===== src/rtl/lsu_memreq.sv =====
// lsu_memreq: load/store request sequencer feeding the load-data converter.
// Takes one load/store at a time over a valid/ready handshake and issues a
// word-aligned bus access with big-endian byte strobes. It returns the raw
// read word together with the size code and byte offset, which the
// downstream converter uses to extract the right lanes.
// Optional feature: define LSU_TIMEOUT_EN to abandon a bus access that has
// not been acknowledged within TIMEOUT_CYCLES wait cycles and report an error.
module lsu_memreq #(
    parameter int TIMEOUT_CYCLES = 255
) (
    input  logic        clk,
    input  logic        rst,
    // execute-stage request
    input  logic        req_valid,
    output logic        req_ready,
    input  logic        req_we,
    input  logic [1:0]  req_bmul,
    input  logic [31:0] req_addr,
    input  logic [31:0] req_wdata,
    // memory bus
    output logic        mem_req,
    output logic        mem_we,
    output logic [31:0] mem_addr,
    output logic [3:0]  mem_strb,
    output logic [31:0] mem_wdata,
    input  logic        mem_ack,
    input  logic [31:0] mem_rdata,
    // response to the load-data converter
    output logic        rsp_valid,
    output logic [31:0] rsp_data,
    output logic [1:0]  rsp_bmul,
    output logic [1:0]  rsp_aoff,
    output logic        rsp_err
);

    typedef enum logic [1:0] {
        IDLE = 2'd0,
        WAIT = 2'd1,
        RESP = 2'd2
    } state_t;

    localparam logic [1:0] BMUL_BYTE = 2'b00;
    localparam logic [1:0] BMUL_HALF = 2'b01;
    localparam logic [1:0] BMUL_WORD = 2'b10;

    state_t      state;
    state_t      state_nxt;

    logic        accept;      // request taken this cycle
    logic        fault;       // incoming request is misaligned or illegal
    logic [3:0]  lane_strb;   // strobes for the incoming request
    logic [31:0] lane_wdata;  // store data placed on its byte lanes
    logic        timed_out;   // wait budget exhausted without an ack
    logic        finish;      // the bus access ends this cycle

    // request fields kept for the response
    logic        lat_we;
    logic [1:0]  lat_bmul;
    logic [1:0]  lat_aoff;

    // Handshake and bus request come straight from the state.
    assign req_ready = (state == IDLE);
    assign mem_req   = (state == WAIT);
    assign rsp_valid = (state == RESP);
    assign accept    = req_valid && (state == IDLE);
    assign finish    = (state == WAIT) && (mem_ack || timed_out);

    // Decode size/offset into lane strobes, lane-placed data and alignment fault.
    always_comb begin
        // NOTE: every signal driven here gets a default first, so no path
        // through the case can leave one unassigned and infer a latch.
        lane_strb  = 4'b0000;
        lane_wdata = req_wdata;
        fault      = 1'b0;
        case (req_bmul)
            BMUL_BYTE: begin
                // big-endian: byte offset a lives on lane 3-a
                lane_strb  = 4'b1000 >> req_addr[1:0];
                lane_wdata = {4{req_wdata[7:0]}};
            end
            BMUL_HALF: begin
                lane_strb  = req_addr[1] ? 4'b0011 : 4'b1100;
                lane_wdata = {2{req_wdata[15:0]}};
                fault      = req_addr[0];
            end
            BMUL_WORD: begin
                lane_strb  = 4'b1111;
                fault      = |req_addr[1:0];
            end
            default: begin
                fault      = 1'b1;
            end
        endcase
    end

`ifdef LSU_TIMEOUT_EN
    // At least 8 bits, wider if the budget needs it.
    localparam int CNT_W = ($clog2(TIMEOUT_CYCLES + 1) > 8) ? $clog2(TIMEOUT_CYCLES + 1) : 8;
    localparam logic [CNT_W-1:0] CNT_LAST = CNT_W'(TIMEOUT_CYCLES - 1);

    logic [CNT_W-1:0] wait_cnt;

    // Count the wait cycles that pass without an ack; cleared as WAIT is entered.
    always_ff @(posedge clk) begin
        // NOTE: sequential state uses non-blocking assignments so that every
        // register samples the values from before this edge.
        if (rst) begin
            wait_cnt <= '0;
        end else if (accept) begin
            wait_cnt <= '0;
        end else if ((state == WAIT) && !mem_ack) begin
            wait_cnt <= wait_cnt + 1'b1;
        end
    end

    // This wait cycle is the last one in the budget; an ack in the same cycle wins.
    assign timed_out = (state == WAIT) && !mem_ack && (wait_cnt == CNT_LAST);
`else
    // Without the timeout feature WAIT only ends on an ack.
    localparam int unused_timeout_cycles = TIMEOUT_CYCLES;
    assign timed_out = 1'b0;
`endif

    // State register.
    always_ff @(posedge clk) begin
        if (rst) begin
            state <= IDLE;
        end else begin
            state <= state_nxt;
        end
    end

    // Next-state logic.
    always_comb begin
        state_nxt = state;
        case (state)
            IDLE: begin
                if (req_valid) begin
                    state_nxt = fault ? RESP : WAIT;
                end
            end
            WAIT: begin
                if (mem_ack || timed_out) begin
                    state_nxt = RESP;
                end
            end
            RESP: begin
                state_nxt = IDLE;
            end
            default: begin
                state_nxt = IDLE;
            end
        endcase
    end

    // Keep the request fields and load the bus signals at accept; they stay put through WAIT.
    always_ff @(posedge clk) begin
        // NOTE: every output register is reset, so a reset during WAIT drops
        // the access and leaves nothing stale on the bus.
        if (rst) begin
            lat_we    <= 1'b0;
            lat_bmul  <= 2'b00;
            lat_aoff  <= 2'b00;
            mem_we    <= 1'b0;
            mem_addr  <= '0;
            mem_strb  <= 4'b0000;
            mem_wdata <= '0;
        end else if (accept) begin
            lat_we   <= req_we;
            lat_bmul <= req_bmul;
            lat_aoff <= req_addr[1:0];
            // a faulting request never reaches the bus
            if (!fault) begin
                mem_we    <= req_we;
                mem_addr  <= {req_addr[31:2], 2'b00};
                mem_strb  <= lane_strb;
                mem_wdata <= lane_wdata;
            end
        end
    end

    // Load the response fields as RESP is entered; they hold until the next response.
    always_ff @(posedge clk) begin
        if (rst) begin
            rsp_data <= '0;
            rsp_bmul <= 2'b00;
            rsp_aoff <= 2'b00;
            rsp_err  <= 1'b0;
        end else if (accept && fault) begin
            rsp_data <= '0;
            rsp_bmul <= req_bmul;
            rsp_aoff <= req_addr[1:0];
            rsp_err  <= 1'b1;
        end else if (finish) begin
            // stores and timeouts return zero data
            rsp_data <= (mem_ack && !lat_we) ? mem_rdata : 32'h0;
            rsp_bmul <= lat_bmul;
            rsp_aoff <= lat_aoff;
            rsp_err  <= !mem_ack;
        end
    end

endmodule


===== config.mk =====
export PLATFORM = sky130hd
export DESIGN_NAME = lsu_memreq
export DESIGN_NICKNAME = d
export VERILOG_FILES = /design/src/rtl/lsu_memreq.sv
export SDC_FILE = /design/constraint.sdc
export NUM_CORES = 1
export LEC_CHECK = 0
export ABC_AREA = 0
export CORE_MARGIN = 2
export CORE_UTILIZATION = 55
export DETAILED_ROUTE_END_ITERATION = 12
export DONT_BUFFER_PORTS = 1
export GPL_ROUTABILITY_DRIVEN = 0
export PLACE_DENSITY = 0.79
export SLEW_MARGIN = 20
export SYNTH_ARGS = -nofsm -noshare
export SYNTH_HDL_FRONTEND = slang
export SYNTH_SLANG_ARGS = --single-unit

===== constraint.sdc =====
create_clock -name clk -period 4.8 [get_ports clk]
set_clock_uncertainty 0.05 [all_clocks]
set_input_delay 0.48 -clock clk [delete_from_list [all_inputs] [get_ports clk]]
set_output_delay 0.48 -clock clk [all_outputs]
set_load 0.03 [all_outputs]

# Yosys cells after proc, flatten, opt, wreduce, memory -nomap -nowiden
# Index checks and enable logic that the tools add are counted.
# W data, S select, Z words.
word_totals:
  elab_cells: 48
  input_bits: 103
  ff_bits: 111
op_classes:
  n_eq_ne: 6
  n_shift: 1
  n_bitwise: 1
  n_reduce_logical: 13
  n_mux: 15
ops:
  columns: ["op", "count"]
  rows:
  - ["$pmux W32 S2", 1]
  - ["$mux W32", 1]
  - ["$mux W2", 7]
  - ["$pmux W4 S3", 1]
  - ["$eq A2 B1 Y1 const B", 2]
  - ["$eq A2 B2 Y1 const B", 2]
  - ["$logic_and A1 B1 Y1", 4]
  - ["$logic_not A2 Y1", 2]
  - ["$mux W4", 1]
  - ["$pmux W2 S2", 1]
  - ["$reduce_and A2 Y1", 2]
  - ["$reduce_or A2 Y1", 2]
  - ["$shr A4 B2 Y4 const A", 1]
  - ["$pmux W1 S3", 1]
  - ["$logic_not A1 Y1", 2]
  - ["$mux W1", 2]
  - ["$ne A2 B1 Y1 const B", 1]
  - ["$ne A2 B2 Y1 const B", 1]
  - ["$reduce_bool A2 Y1", 1]
  - ["$not A1 Y1", 1]

# Depth between registers and ports, before layout
logic_depth:
  ltp_word: 5
  depth_mapped: 7

# Worst setup path before layout
# No wires, ideal clock.
synth_timing:
  path_type: "reg-to-reg"
  start: "register state[0]"
  end: "register rsp_data[10]"
  path_stages_with_launch: 7
  synth_period_minus_slack_ns: 1.948
  t_arrival_ns: 1.829
  setup_slack_ns: 2.852
  cell_sequence: "dfxtp_1 > nor2b_1 > and2_1 > buf_2 > buf_1 > nand3b_1 > a21oi_1"
synth_rtl:
  columns: ["element", "line", "source"]
  rows:
  - ["start, declared", "46", "state_t state;"]
  - ["start signal, assigned", "129", "state <= state_nxt;"]
  - ["$eq A2 B1 Y1", null, null]
  - ["named net mem_req", "21", "output logic mem_req,"]
  - ["$logic_and A1 B1 Y1", "66", "assign finish = (state == WAIT) && (mem_ack || timed_out);"]
  - ["end signal, assigned", "196", "rsp_data <= (mem_ack && !lat_we) ? mem_rdata : 32'h0;"]
  - ["end, declared", "30", "output logic [31:0] rsp_data,"]
# The timed path passes the listed nets, and every way through them passes these cells.
# A chain may end at the register's enable or synchronous reset.

# Final worst setup path
layout_timing:
  start: "register state[0]"
  end: "register rsp_data[0]"
# Same word-level chain as after synthesis.

==> flow_metrics.env <==
export IMPL_path_cells="nor2b_1 -> and2_1 -> buf_8 -> nand3b_1 -> a21oi_1"
export IMPL_num_rows=32
export IMPL_worst_slew_margin_rel_pct=46.7
export IMPL_end_kind="register"
export IMPL_grt_overflow_total=0
export IMPL_required_ns=5.04
export IMPL_final_common_cell="nand2_1"
export IMPL_yosysUniqueCellTypes=31
export IMPL_wl_per_cell_um=16.7
export IMPL_synth_simple_area_share_pct=24.2
export IMPL_setup_tns_ns=0
export IMPL_clock_path_buffers=2
export IMPL_n_fill_cell=685
export IMPL_first_pass_iters=4
export IMPL_synth_xor_area_share_pct=0
export IMPL_syn_area_mm2=0.00439
export IMPL_path_class="reg -> reg"
export IMPL_drtIter0Drc=135
export IMPL_worstMarginPinSlew_ns=0.798
export IMPL_crit_arrival_ns=2.67
export IMPL_synth_top_family_by_area="simple AND/OR/NAND/NOR gates"
export IMPL_final_nets=615
export IMPL_yosysWarnings=0
export IMPL_yosysTopAreaCellShare_pct=50.6
export IMPL_max_cap_violations=0
export IMPL_initial_core_util_pct=56.8
export IMPL_slew_violations=0
export IMPL_worstHoldPathType="in -> reg"
export IMPL_ys_ff_latch=111
export IMPL_multiInputGateArea_mm2=0.00197
export IMPL_synth_mux_area_share_pct=3.65
export IMPL_antenna_found_initial=0
export IMPL_cts_resized=0
export IMPL_setup_violations=0
export IMPL_crit_path_max_incr_delay_ns=0.68
export IMPL_cts_reportedPaths_clkPinSlew_ns=0.10
export IMPL_rsz0062_at_grt="no"
export IMPL_fp_dieW_um=93.3
export IMPL_finalCriticalPeriod_ns=2.44
export IMPL_hold_viol=0
export IMPL_dp_hpwl_um=7260
export IMPL_grt_start_max_net_pins=81
export IMPL_diodes=0
export IMPL_drive_gt1_share_pct=4.84
export IMPL_drcViolationCount=0
export IMPL_power_leakage_uw=0.00157
export IMPL_numCtsBuffers=9
export IMPL_cp_top_family="simple AND/OR/NAND/NOR gates"
export IMPL_num_vias=3534
export IMPL_hold_worst_slack_ns=0.115
export IMPL_die_area_mm2=0.00871
export IMPL_post_cts_setup_buffer_count=0
export IMPL_clk_latency_ns=0.37
export IMPL_cts_tree="built"
export IMPL_crit_slowest_cell="nor2b_1"
export IMPL_synthTopCellsByArea="dfxtp_1 51%, nand2_1 14%, a21oi_1 10%, nand3b_1 5.5%, mux2i_1 3.6%"
export IMPL_seq_area_mm2=0.00222
export IMPL_synth_compound_area_share_pct=16.7
export IMPL_cts_max_level=3
export IMPL_worst_path_max_fanout=21
export IMPL_status="finished clean"
export IMPL_synth_avg_cell_area_um2=8.12
export IMPL_max_freq_mhz=410
export IMPL_track_usage_pct=22.3
export IMPL_place_port_buffers=0
export IMPL_viasPerCell=5.71
export IMPL_final_cell_mix="167 x nand2_1, 111 x dfxtp_1, 88 x a21oi_1"
export IMPL_io_pins=212
export IMPL_max_vdd_ir_drop_mv=0.245
export IMPL_numClockSinks=111
export IMPL_ant_nets=0
export IMPL_power_density_mw_per_mm2=404
export IMPL_synth_top_area_cell="dfxtp_1"
export IMPL_synth_fa_ha_area_share_pct=0
export IMPL_die_height_um=93.3
export IMPL_core_area_mm2=0.00773
export IMPL_grt_pass1_vias=3185
export IMPL_syn_inst=541
export IMPL_drt_total_wl_um=10300
export IMPL_ctsHoldBuffers=0
export IMPL_areaGrowthSynthToFinish_pct=4.93
export IMPL_ys_seq_area_share_pct=50.6
export IMPL_fin_crit_sh_pct=50.8
export IMPL_crit_buf_inv=1
export IMPL_startpoint_type="register"
export IMPL_grt_pass1_wl_um=15500
export IMPL_cts_root_buf="clkbuf_8"
-- final timing paths --
check,startpoint,to,slack (ns),cells after the start
setup / recovery,state[0],rsp_data[0],2.36,5
hold / removal,rst,mem_addr[13],0.12,1
setup reg to reg,state[0],rsp_data[0],2.36,5
hold reg to reg,lat_aoff[1],lat_aoff[1],0.41,2
-- kinds of logic (layout without fill, tap and decap cells) --
| family | count (synthesis) | after routing |
|---|---|---|
| other | 1 | 2 |
| multiplexers | 16 | 16 |
| flip-flops | 111 | 111 |
| buffers and inverters | 46 | 21 |
| AND/OR/NAND/NOR | 239 | 239 |
| AO/OA/AOI/OAI | 128 | 128 |
-- sequential cells by signal, summed over array words and instances (netlist names) --
register and flops:
rsp_data 32, rsp_err 1, rsp_aoff 2, mem_wdata 32, lat_we 1, rsp_bmul 2
mem_addr 30, lat_bmul 2, mem_we 1, lat_aoff 2, state 2, mem_strb 4
-- worst register-to-register path, delay by kind of cell, from the launching register on --
kind,cells,cell delay [ns]
and+or+nand+nor,3,1.47
DFF,1,0.44
buffers and inverters,1,0.25
AOI/OAI and AO/OA,1,0.15
-- per-stage QoR --
stage	area [µm²]	total power (µW)	worst slack [ns]	utilization, %	std cells
after global routing	4610	1940	2.16	59.6	619
after global placement	4330	1250	2.08	56.1	601
final	4610	1860	2.36	59.6	619
after floorplan	4390	1250	2.85	-	542
after detailed placement	4350	1260	2.01	56.3	602
after CTS	4580	1870	2.08	59.2	618
-- power breakdown --
| part | leakage [µW] | switching [µW] | total (µW) | internal, µW |
|---|---|---|---|---|
| Clock | 0.000116 | 317 | 619 | 301 |
| Sequential | 0.000904 | 120 | 1090 | 967 |
| Combinational | 0.000549 | 93.7 | 155 | 60.8 |
| Total | 0.00157 | 532 | 1860 | 1330 |
-- synth_stat cells --
| cell type | n |
|---|---|
| a21o_1 | 2 |
| clkbuf_1 | 24 |
| and2_1 | 1 |
| o211ai_1 | 1 |
| nand3_1 | 2 |
| buf_4 | 3 |
| a21oi_1 | 88 |
| dfxtp_1 | 111 |
| nand2_1 | 168 |
| mux2i_1 | 16 |
| buf_2 | 13 |
| o22ai_1 | 2 |
| a211oi_1 | 10 |
| a32oi_1 | 2 |
| nor2b_1 | 3 |
| or3b_1 | 1 |
| buf_6 | 1 |
| nor3_1 | 3 |
| buf_1 | 4 |
| o21ai_0 | 10 |
| a31oi_1 | 2 |
| a21oi_4 | 1 |
| clkinv_1 | 1 |
| nor3b_2 | 1 |
| or3_4 | 1 |
| nor2_1 | 24 |
| nand2b_1 | 3 |
| a2111oi_0 | 1 |
| nand3b_1 | 32 |
| a311oi_1 | 9 |
| conb_1 | 1 |
-- layout make-up --
class	instances	area share, %
flip-flops and latches	111	48.2
multi-input cells	385	42.7
well taps	102	2.77
clock buffers	9	2.69
clock inverters	7	2.23
repair buffers	4	1.25
inverters	1	0.0815
-- per-layer routing --
| metal | wire length [µm] | track usage, % | vias up |
|---|---|---|---|
| met5 | 0 | 0 | - |
| met4 | 139 | 6.50 | 0 |
| met3 | 1030 | 9.51 | 13 |
| met2 | 5050 | 37.5 | 146 |
| met1 | 4100 | 25.9 | 1612 |
| li1 | - | - | 1763 |
(Power assumes the default switching activity.)
